## config.mk

```make
export PLATFORM = sky130hd
export DESIGN_NAME = irt_dep_scan_flat
export DESIGN_NICKNAME = d
export VERILOG_FILES = /design/src/rtl/irt_dep_scan_if.sv /design/src/rtl/irt_dep_scan.sv /design/src/flat_wrapper.sv
export SDC_FILE = /design/constraint.sdc
export NUM_CORES = 1
export LEC_CHECK = 0
export BUFFER_PORTS_ARGS = -buffer_cell sky130_fd_sc_hd__buf_2
export CAP_MARGIN = 20
export CORE_MARGIN = 3
export CORE_UTILIZATION = 40
export DETAILED_ROUTE_END_ITERATION = 8
export GPL_ROUTABILITY_DRIVEN = 0
export MAX_ROUTING_LAYER = met4
export SLEW_MARGIN = 20
export SYNTH_ARGS = -nofsm -noshare
export SYNTH_HDL_FRONTEND = slang
export SYNTH_SLANG_ARGS = --single-unit
```

## constraint.sdc

```tcl
create_clock -name clk -period 9.88 [get_ports clk]
set_clock_uncertainty 0.1 [all_clocks]
set_input_delay 1.976 -clock clk [delete_from_list [all_inputs] [get_ports clk]]
set_output_delay 1.976 -clock clk [all_outputs]
set_load 0.01 [all_outputs]
```

## src/rtl/irt_dep_scan_if.sv

```systemverilog
// Table-write, query and result bundle for the dependency scanner.
// The slave side is the scanner; the master side is the issue logic driving it.
interface irt_dep_scan_if #(
  parameter int regnum = 32,
  parameter int bs     = 16
);
  localparam int IW = $clog2(bs);

  logic              wr_en;
  logic [IW-1:0]     wr_index;
  logic [regnum-1:0] wr_rs_mask;
  logic [regnum-1:0] wr_rd_mask;
  logic              clr_en;
  logic [IW-1:0]     clr_index;
  logic [IW-1:0]     head;
  logic              q_valid;
  logic              q_ready;
  logic [IW-1:0]     q_index;
  logic              r_valid;
  logic              r_ready;
  logic [bs-1:0]     dep_vec;
  logic              raw_any;
  logic              war_any;
  logic              waw_any;

  modport slave (
    input  wr_en, wr_index, wr_rs_mask, wr_rd_mask, clr_en, clr_index, head,
    input  q_valid, q_index, r_ready,
    output q_ready, r_valid, dep_vec, raw_any, war_any, waw_any
  );

  modport master (
    output wr_en, wr_index, wr_rs_mask, wr_rd_mask, clr_en, clr_index, head,
    output q_valid, q_index, r_ready,
    input  q_ready, r_valid, dep_vec, raw_any, war_any, waw_any
  );
endinterface

```

## src/rtl/irt_dep_scan.sv

```systemverilog
// Instruction-buffer dependency scanner: checks one queried entry against every
// older in-flight entry (circular from head), one entry per clock.
module irt_dep_scan #(
  parameter int regnum = 32,
  parameter int bs     = 16
) (
  input  logic          clk,
  input  logic          rst_n,
  irt_dep_scan_if.slave bus
);
  localparam int IW = $clog2(bs);
  localparam logic [IW-1:0] IDX_ONE  = IW'(1'b1);
  localparam logic [IW-1:0] IDX_ZERO = {IW{1'b0}};

  typedef enum logic [1:0] {
    IDLE = 2'd0,
    SCAN = 2'd1,
    DONE = 2'd2
  } state_t;

  state_t            state_r;
  state_t            state_nxt_s;

  logic [bs-1:0]     valid_r;
  logic [regnum-1:0] rs_tab_r [bs];
  logic [regnum-1:0] rd_tab_r [bs];

  logic [IW-1:0]     q_idx_r;
  logic [IW-1:0]     ptr_r;
  logic [regnum-1:0] q_rs_r;
  logic [regnum-1:0] q_rd_r;
  logic [bs-1:0]     dep_vec_r;
  logic              raw_r;
  logic              war_r;
  logic              waw_r;
  logic              q_ready_r;
  logic              r_valid_r;

  logic              accept_s;
  logic              scan_s;
  logic              last_s;
  logic              raw_s;
  logic              war_s;
  logic              waw_s;

  // The scan ends after the entry immediately older than the queried one
  assign last_s = (ptr_r == (q_idx_r - IDX_ONE));

  // Hazard classes of the entry under the scan pointer against the snapshot
  always_comb begin
    raw_s = 1'b0;
    war_s = 1'b0;
    waw_s = 1'b0;
    if (valid_r[ptr_r]) begin
      raw_s = |(rd_tab_r[ptr_r] & q_rs_r);
      war_s = |(rs_tab_r[ptr_r] & q_rd_r);
      waw_s = |(rd_tab_r[ptr_r] & q_rd_r);
    end else begin
      raw_s = 1'b0;
      war_s = 1'b0;
      waw_s = 1'b0;
    end
  end

  // Next-state and handshake decode
  always_comb begin
    state_nxt_s = state_r;
    accept_s    = 1'b0;
    scan_s      = 1'b0;
    case (state_r)
      IDLE: begin
        if (bus.q_valid) begin
          accept_s    = 1'b1;
          state_nxt_s = (bus.q_index == bus.head) ? DONE : SCAN;
        end else begin
          state_nxt_s = IDLE;
        end
      end
      SCAN: begin
        scan_s = 1'b1;
        if (last_s) begin
          state_nxt_s = DONE;
        end else begin
          state_nxt_s = SCAN;
        end
      end
      DONE: begin
        if (bus.r_ready) begin
          state_nxt_s = IDLE;
        end else begin
          state_nxt_s = DONE;
        end
      end
      default: begin
        state_nxt_s = IDLE;
      end
    endcase
  end

  // State register
  always_ff @(posedge clk) begin
    if (!rst_n) begin
      state_r <= IDLE;
    end else begin
      state_r <= state_nxt_s;
    end
  end

  // Query control, scan pointer and accumulated result
  always_ff @(posedge clk) begin
    if (!rst_n) begin
      q_idx_r   <= IDX_ZERO;
      ptr_r     <= IDX_ZERO;
      dep_vec_r <= {bs{1'b0}};
      raw_r     <= 1'b0;
      war_r     <= 1'b0;
      waw_r     <= 1'b0;
      q_ready_r <= 1'b1;
      r_valid_r <= 1'b0;
    end else begin
      q_ready_r <= (state_nxt_s == IDLE);
      r_valid_r <= (state_nxt_s == DONE);
      if (accept_s) begin
        q_idx_r   <= bus.q_index;
        ptr_r     <= bus.head;
        dep_vec_r <= {bs{1'b0}};
        raw_r     <= 1'b0;
        war_r     <= 1'b0;
        waw_r     <= 1'b0;
      end else if (scan_s) begin
        ptr_r            <= ptr_r + IDX_ONE;
        dep_vec_r[ptr_r] <= raw_s | war_s | waw_s;
        raw_r            <= raw_r | raw_s;
        war_r            <= war_r | war_s;
        waw_r            <= waw_r | waw_s;
      end
    end
  end

  // Snapshot the queried entry so later rewrites of it cannot disturb the scan
  always_ff @(posedge clk) begin
    if (rst_n && accept_s) begin
      q_rs_r <= rs_tab_r[bus.q_index];
      q_rd_r <= rd_tab_r[bus.q_index];
    end
  end

  // Valid bits: the set is applied after the clear so a same-entry write wins
  always_ff @(posedge clk) begin
    if (!rst_n) begin
      valid_r <= {bs{1'b0}};
    end else begin
      if (bus.clr_en) begin
        valid_r[bus.clr_index] <= 1'b0;
      end
      if (bus.wr_en) begin
        valid_r[bus.wr_index] <= 1'b1;
      end
    end
  end

  // Register masks carry no reset; stale contents are masked by the valid bits
  always_ff @(posedge clk) begin
    if (rst_n && bus.wr_en) begin
      rs_tab_r[bus.wr_index] <= bus.wr_rs_mask;
      rd_tab_r[bus.wr_index] <= bus.wr_rd_mask;
    end
  end

  assign bus.q_ready = q_ready_r;
  assign bus.r_valid = r_valid_r;
  assign bus.dep_vec = dep_vec_r;
  assign bus.raw_any = raw_r;
  assign bus.war_any = war_r;
  assign bus.waw_any = waw_r;
endmodule
```

## src/flat_wrapper.sv

```systemverilog
// flat-port wrapper written by rule: the top's interface ports become plain ports
module irt_dep_scan_flat 
#(
  parameter int regnum = 32,
  parameter int bs     = 16
)
  (clk, rst_n, bus_wr_en, bus_wr_index, bus_wr_rs_mask, bus_wr_rd_mask, bus_clr_en, bus_clr_index, bus_head, bus_q_valid, bus_q_index, bus_r_ready, bus_q_ready, bus_r_valid, bus_dep_vec, bus_raw_any, bus_war_any, bus_waw_any);
  irt_dep_scan_if #(.regnum(regnum), .bs(bs)) bus_i ();
  input  logic clk;
  input  logic rst_n;
  input wire logic [$bits(bus_i.wr_en)-1:0] bus_wr_en;
  input wire logic [$bits(bus_i.wr_index)-1:0] bus_wr_index;
  input wire logic [$bits(bus_i.wr_rs_mask)-1:0] bus_wr_rs_mask;
  input wire logic [$bits(bus_i.wr_rd_mask)-1:0] bus_wr_rd_mask;
  input wire logic [$bits(bus_i.clr_en)-1:0] bus_clr_en;
  input wire logic [$bits(bus_i.clr_index)-1:0] bus_clr_index;
  input wire logic [$bits(bus_i.head)-1:0] bus_head;
  input wire logic [$bits(bus_i.q_valid)-1:0] bus_q_valid;
  input wire logic [$bits(bus_i.q_index)-1:0] bus_q_index;
  input wire logic [$bits(bus_i.r_ready)-1:0] bus_r_ready;
  output wire logic [$bits(bus_i.q_ready)-1:0] bus_q_ready;
  output wire logic [$bits(bus_i.r_valid)-1:0] bus_r_valid;
  output wire logic [$bits(bus_i.dep_vec)-1:0] bus_dep_vec;
  output wire logic [$bits(bus_i.raw_any)-1:0] bus_raw_any;
  output wire logic [$bits(bus_i.war_any)-1:0] bus_war_any;
  output wire logic [$bits(bus_i.waw_any)-1:0] bus_waw_any;
  assign bus_i.wr_en = bus_wr_en;
  assign bus_i.wr_index = bus_wr_index;
  assign bus_i.wr_rs_mask = bus_wr_rs_mask;
  assign bus_i.wr_rd_mask = bus_wr_rd_mask;
  assign bus_i.clr_en = bus_clr_en;
  assign bus_i.clr_index = bus_clr_index;
  assign bus_i.head = bus_head;
  assign bus_i.q_valid = bus_q_valid;
  assign bus_i.q_index = bus_q_index;
  assign bus_i.r_ready = bus_r_ready;
  assign bus_q_ready = bus_i.q_ready;
  assign bus_r_valid = bus_i.r_valid;
  assign bus_dep_vec = bus_i.dep_vec;
  assign bus_raw_any = bus_i.raw_any;
  assign bus_war_any = bus_i.war_any;
  assign bus_waw_any = bus_i.waw_any;
  irt_dep_scan #(.regnum(regnum), .bs(bs)) u_core (.clk(clk), .rst_n(rst_n), .bus(bus_i));
endmodule
```

; ---- Word-level counts from Yosys, hierarchy flattened
; Memory sizes are Yosys's and may differ from the RTL's. A register that Yosys moved wholly into a read port is not among the register bits.
; Index checks and enable logic that the tools add are counted.
[classes]
n_mul = 0
n_lt_le_gt_ge = 6
bitwise_logic = 12
n_mux = 31
addsub = 2
n_reduce_logical = 12
eq_ne = 5
div = 0
shift = 0
[ops]
columns = operator, count
row1 = $and A32 B32 Y32, 3
row2 = $reduce_or A32 Y1, 3
row3 = $mux W16, 3
row4 = $mux W4, 6
row5 = $and A16 B16 Y16, 1
row6 = $bwmux W16, 1
row7 = $not A16 Y16, 1
row8 = $or A16 B16 Y16, 1
row9 = $lt A4 B5 Y1 const B, 3
row10 = $demux W1 S4, 3
row11 = $ge A4 B1 Y1 const B, 3
row12 = $mux W1, 12
row13 = $eq A4 B4 Y1, 2
row14 = $mux W2, 4
row15 = $pmux W2 S3, 1
row16 = $logic_and A1 B1 Y1, 5
row17 = $or A1 B1 Y1, 5
row18 = $add A4 B1 Y4 const B, 1
row19 = $bmux W1 S4, 1
row20 = $eq A2 B2 Y1 const B, 2
row21 = $logic_not A2 Y1, 2
row22 = $sub A4 B1 Y4 const B, 1
row23 = $eq A2 B1 Y1 const B, 1
row24 = $reduce_bool A2 Y1, 1
row25 = 2 further kinds, 2
[totals]
rom_bits = 0
latchBits = 0
word_cells = 80
mem_count = 2
input_bits = 86
reg_bits = 47
ram_bits = 1024
[mem_list]
columns = memory, words, word_bits, rd, rd_ports_with_merged_regs, write_ports, line_no
row1 = u_core.rd_tab_r, 16, 32, 2, 2, 1, irt_dep_scan.sv:26  ; logic [regnum-1:0] rd_tab_r [bs];
row2 = u_core.rs_tab_r, 16, 32, 2, 2, 1, irt_dep_scan.sv:25  ; logic [regnum-1:0] rs_tab_r [bs];

; ---- Longest topological paths before layout
[depth]
word_depth = 10
ltp_mapped = 16

; ---- Worst setup path after synthesis
; No wires, ideal clock.
[synth_path]
kind = input port to flip-flop
start = input bus_wr_index[1]
end = memory u_core.rd_tab_r[0][0], enable pin
slack_ns = 2.402
cell_stages = 2
t_required_ns = 9.212
setup_time_ns = 0.568
t_arrival_ns = 6.810
cell_sequence = or3_1 nor3_1
[synth_rtl]
columns = item, line_no
row1 = "start, declared", flat_wrapper.sv:12  ; input wire logic [$bits(bus_i.wr_index)-1:0] bus_wr_index;
row2 = "end, declared", irt_dep_scan.sv:26
; No word-level cell before the write port.

==> reports/metrics.cfg <==
[grt]
grt_pass1_wl_mm=238
antenna_found_initial=25
grt_max_degree=135
grt_use_total=0.255
overflow=0
grt_pass1_vias=30908

[sta]
final.min_clock_period_ns=5.94
setup_viol=0
fin_ws_ns=3.94
rsz0062_at_grt=no
fin_crit_sh=0.601
clock.fmax_ghz=0.168
hold_viol_final=0
whs_ns=0.370
worstMarginPinSlew_ns=1.15
final_max_slew_viol_count=0
setup_tns_ns=0
maxSlewHeadroom=0.230

[clock_tree]
clkTransAtPathRegs_ns=0.06
cts_setup_buffers=0
cts_hold_buf=0
cts_resized=0
cts_buffers=121
htreeDepth=3
cts_buffer_depth=3
tritoncts=yes
cts-root-buf=clkbuf_16
clkSinkCount=1139
insertion_delay_ns=0.74

[logic_synthesis]
netlist-cell-type-count=68
synth_largest_area_cell=edfxtp_1
synthesis.nets=2896
synthCells=2805
synth_area_leaders=edfxtp_1, mux4_2, mux2i_1
synth_warnings=0
syn_avg_cell_area_um2=18.5
seq_area_frac_synth=0.648
ys.flop_type=edfxtp_1
synth_seq_cells=1139
syn_area_mm2=0.0520
synth_edf_count=1088
synth.top_cell.area_share=0.628
async_flop_share=0

[job]
drv_cap=0

[drt]
wire_per_inst_um=35.7
initialDrtViolationCount=4373
vias_per_cell=6.46
drc=0
postRouteAntennaNets=0
routed_wl_mm=169
first_pass_iters=5
num_vias=30627

[status]
outcome=completed

[placement]
place_area_mm2=0.0545
dpl_worst_slack_ns=3.88
io_buffers=106
hpwl_mm=101
dp.cells=4503

[floorplanning]
die-area_mm2=0.134
initial_core_util=0.405
std_cell_rows=131
die_h_um=367
core_area_mm2=0.128
die_w_um=367
ios=107

[hold_path]
hold_path.class=reg2reg
worstHoldStart=u_core.bus.raw_any
worstHoldEndpoint=u_core.bus.raw_any
hold_depth=1

[cells_and_area]
nFillCells=10750
fin_nets=2989
final_cells=4741
fin_util=0.456
fin_area_mm2=0.0586
drive_gt1_frac=0.283
syn_to_final_growth_pct=12.6

[pwr]
power_mw=11.4
vdd_ir_drop_max_uv=183
powerDensity_mw_per_mm2=195
p_leak_nw=18.4

[critical_path]
worstPathArrival_ns=6.43
cp.required_ns=10.37
rr_worst_depth=10
critPathMaxFanout=92
cp-end-kind=register
r2r_slack_ns=3.94
reg2reg_to=u_core.bus.dep_vec[15]
critPathKind=reg2reg
worstSetupStartpointType=register

synth_stat cells, types with 13 or more instances:
cell type  instances
edfxtp_1        1088
mux4_2           432
mux2i_1          307
nand2_1          119
a22oi_1          112
clkbuf_1          89
nand3_1           73
dfxtp_1           51
nand4_1           48
buf_1             41
buf_2             38
nor2_1            38
a21oi_1           31
buf_4             26
mux2_2            23
nand2b_1          22
inv_1             19
nor2b_1           18
o2111ai_1         18
o211ai_1          16
and2_1            15
a221oi_1          13
o21ai_0           13
routing by layer:
layer | vias up | wire length, µm | part of all wire | global-route usage
li1 | 12126 | - | - | -
met1 | 16281 | 65800 | 0.39 | 0.335
met3 | 338 | 16600 | 0.098 | 0.0537
met4 | 0 | 6580 | 0.039 | 0.0899
met5 | - | 0 | 0 | -
met2 | 1882 | 80300 | 0.47 | 0.396
layout make-up:
type | count | area (µm²) | area share
multi-input combinational | 1449 | 17500 | 0.298
tap | 1729 | 2160 | 0.0369
sequential | 1139 | 33700 | 0.575
antenna | 9 | 22.5 | 0.000384
clock buffer | 137 | 3120 | 0.0532
timing repair buffer | 168 | 1120 | 0.0191
clock inverter | 91 | 898 | 0.0153
inverter | 19 | 71.3 | 0.00122
critical path, stage by stage (launching register included):
cell and delay [ns]:
dfxtp_4 0.91, buf_12 0.51, buf_12 0.48, mux4_2 0.57
mux2i_1 0.50, o32ai_1 0.17, nor4_2 0.70, nand4_1 0.24
nor4_2 0.71, a21bo_1 0.54, o21ai_1 0.16
kinds of logic after synthesis:
| group | after synthesis | share of synthesized area |
|---|---|---|
| buf+inv | 217 | 0.0190 |
| flops | 1139 | 0.648 |
| fa+ha+maj | 5 | 0.00120 |
| compound gates | 295 | 0.0424 |
| xor+xnor | 10 | 0.00168 |
| mux | 764 | 0.252 |
| simple gates | 375 | 0.0364 |
registers in the layout, indices dropped and copies added (netlist names), named ones only:
register	cells
u_core.q_idx_r	4
u_core.bus.waw_any	1
u_core.valid_r	16
u_core.q_rs_r	32
u_core.rd_tab_r	512
u_core.state_r	2
u_core.q_rd_r	32
u_core.bus.q_ready	1
u_core.bus.war_any	1
u_core.bus.dep_vec	16
u_core.bus.raw_any	1
u_core.bus.r_valid	1
u_core.rs_tab_r	512
u_core.ptr_r	4
worst max-delay path by stage:
stage                         start                     end  slack [ns]  cells after the start
CTS                        register  u_core.bus.dep_vec[15]        3.86                     10
detailed placement         register  u_core.bus.dep_vec[15]        3.88                     10
floorplan           bus_wr_index[1]   u_core.rd_tab_r[0][0]        2.40                      2
finish                     register  u_core.bus.dep_vec[15]        3.94                     10
global route               register  u_core.bus.dep_vec[15]        3.63                     10
global placement           register   u_core.bus.dep_vec[0]        3.53                     10
placed cells by master, fill, tap and decap left out, types with 31 or more instances in the layout:
| cell | instances |
|---|---|
| a21oi_1 | 31 |
| a22oi_1 | 112 |
| buf_2 | 102 |
| buf_4 | 56 |
| clkbuf_16 | 121 |
| clkinv_1 | 33 |
| dfxtp_1 | 47 |
| edfxtp_1 | 1088 |
| mux2i_1 | 307 |
| mux4_2 | 432 |
| nand2_1 | 119 |
| nand3_1 | 73 |
| nand4_1 | 48 |
power by group:
group / switching (mW) / internal (mW)
clock network: 1.93 / 2.68
logic: 0.806 / 0.522
registers: 0.112 / 5.37
Power figures use the tool's default switching activity.
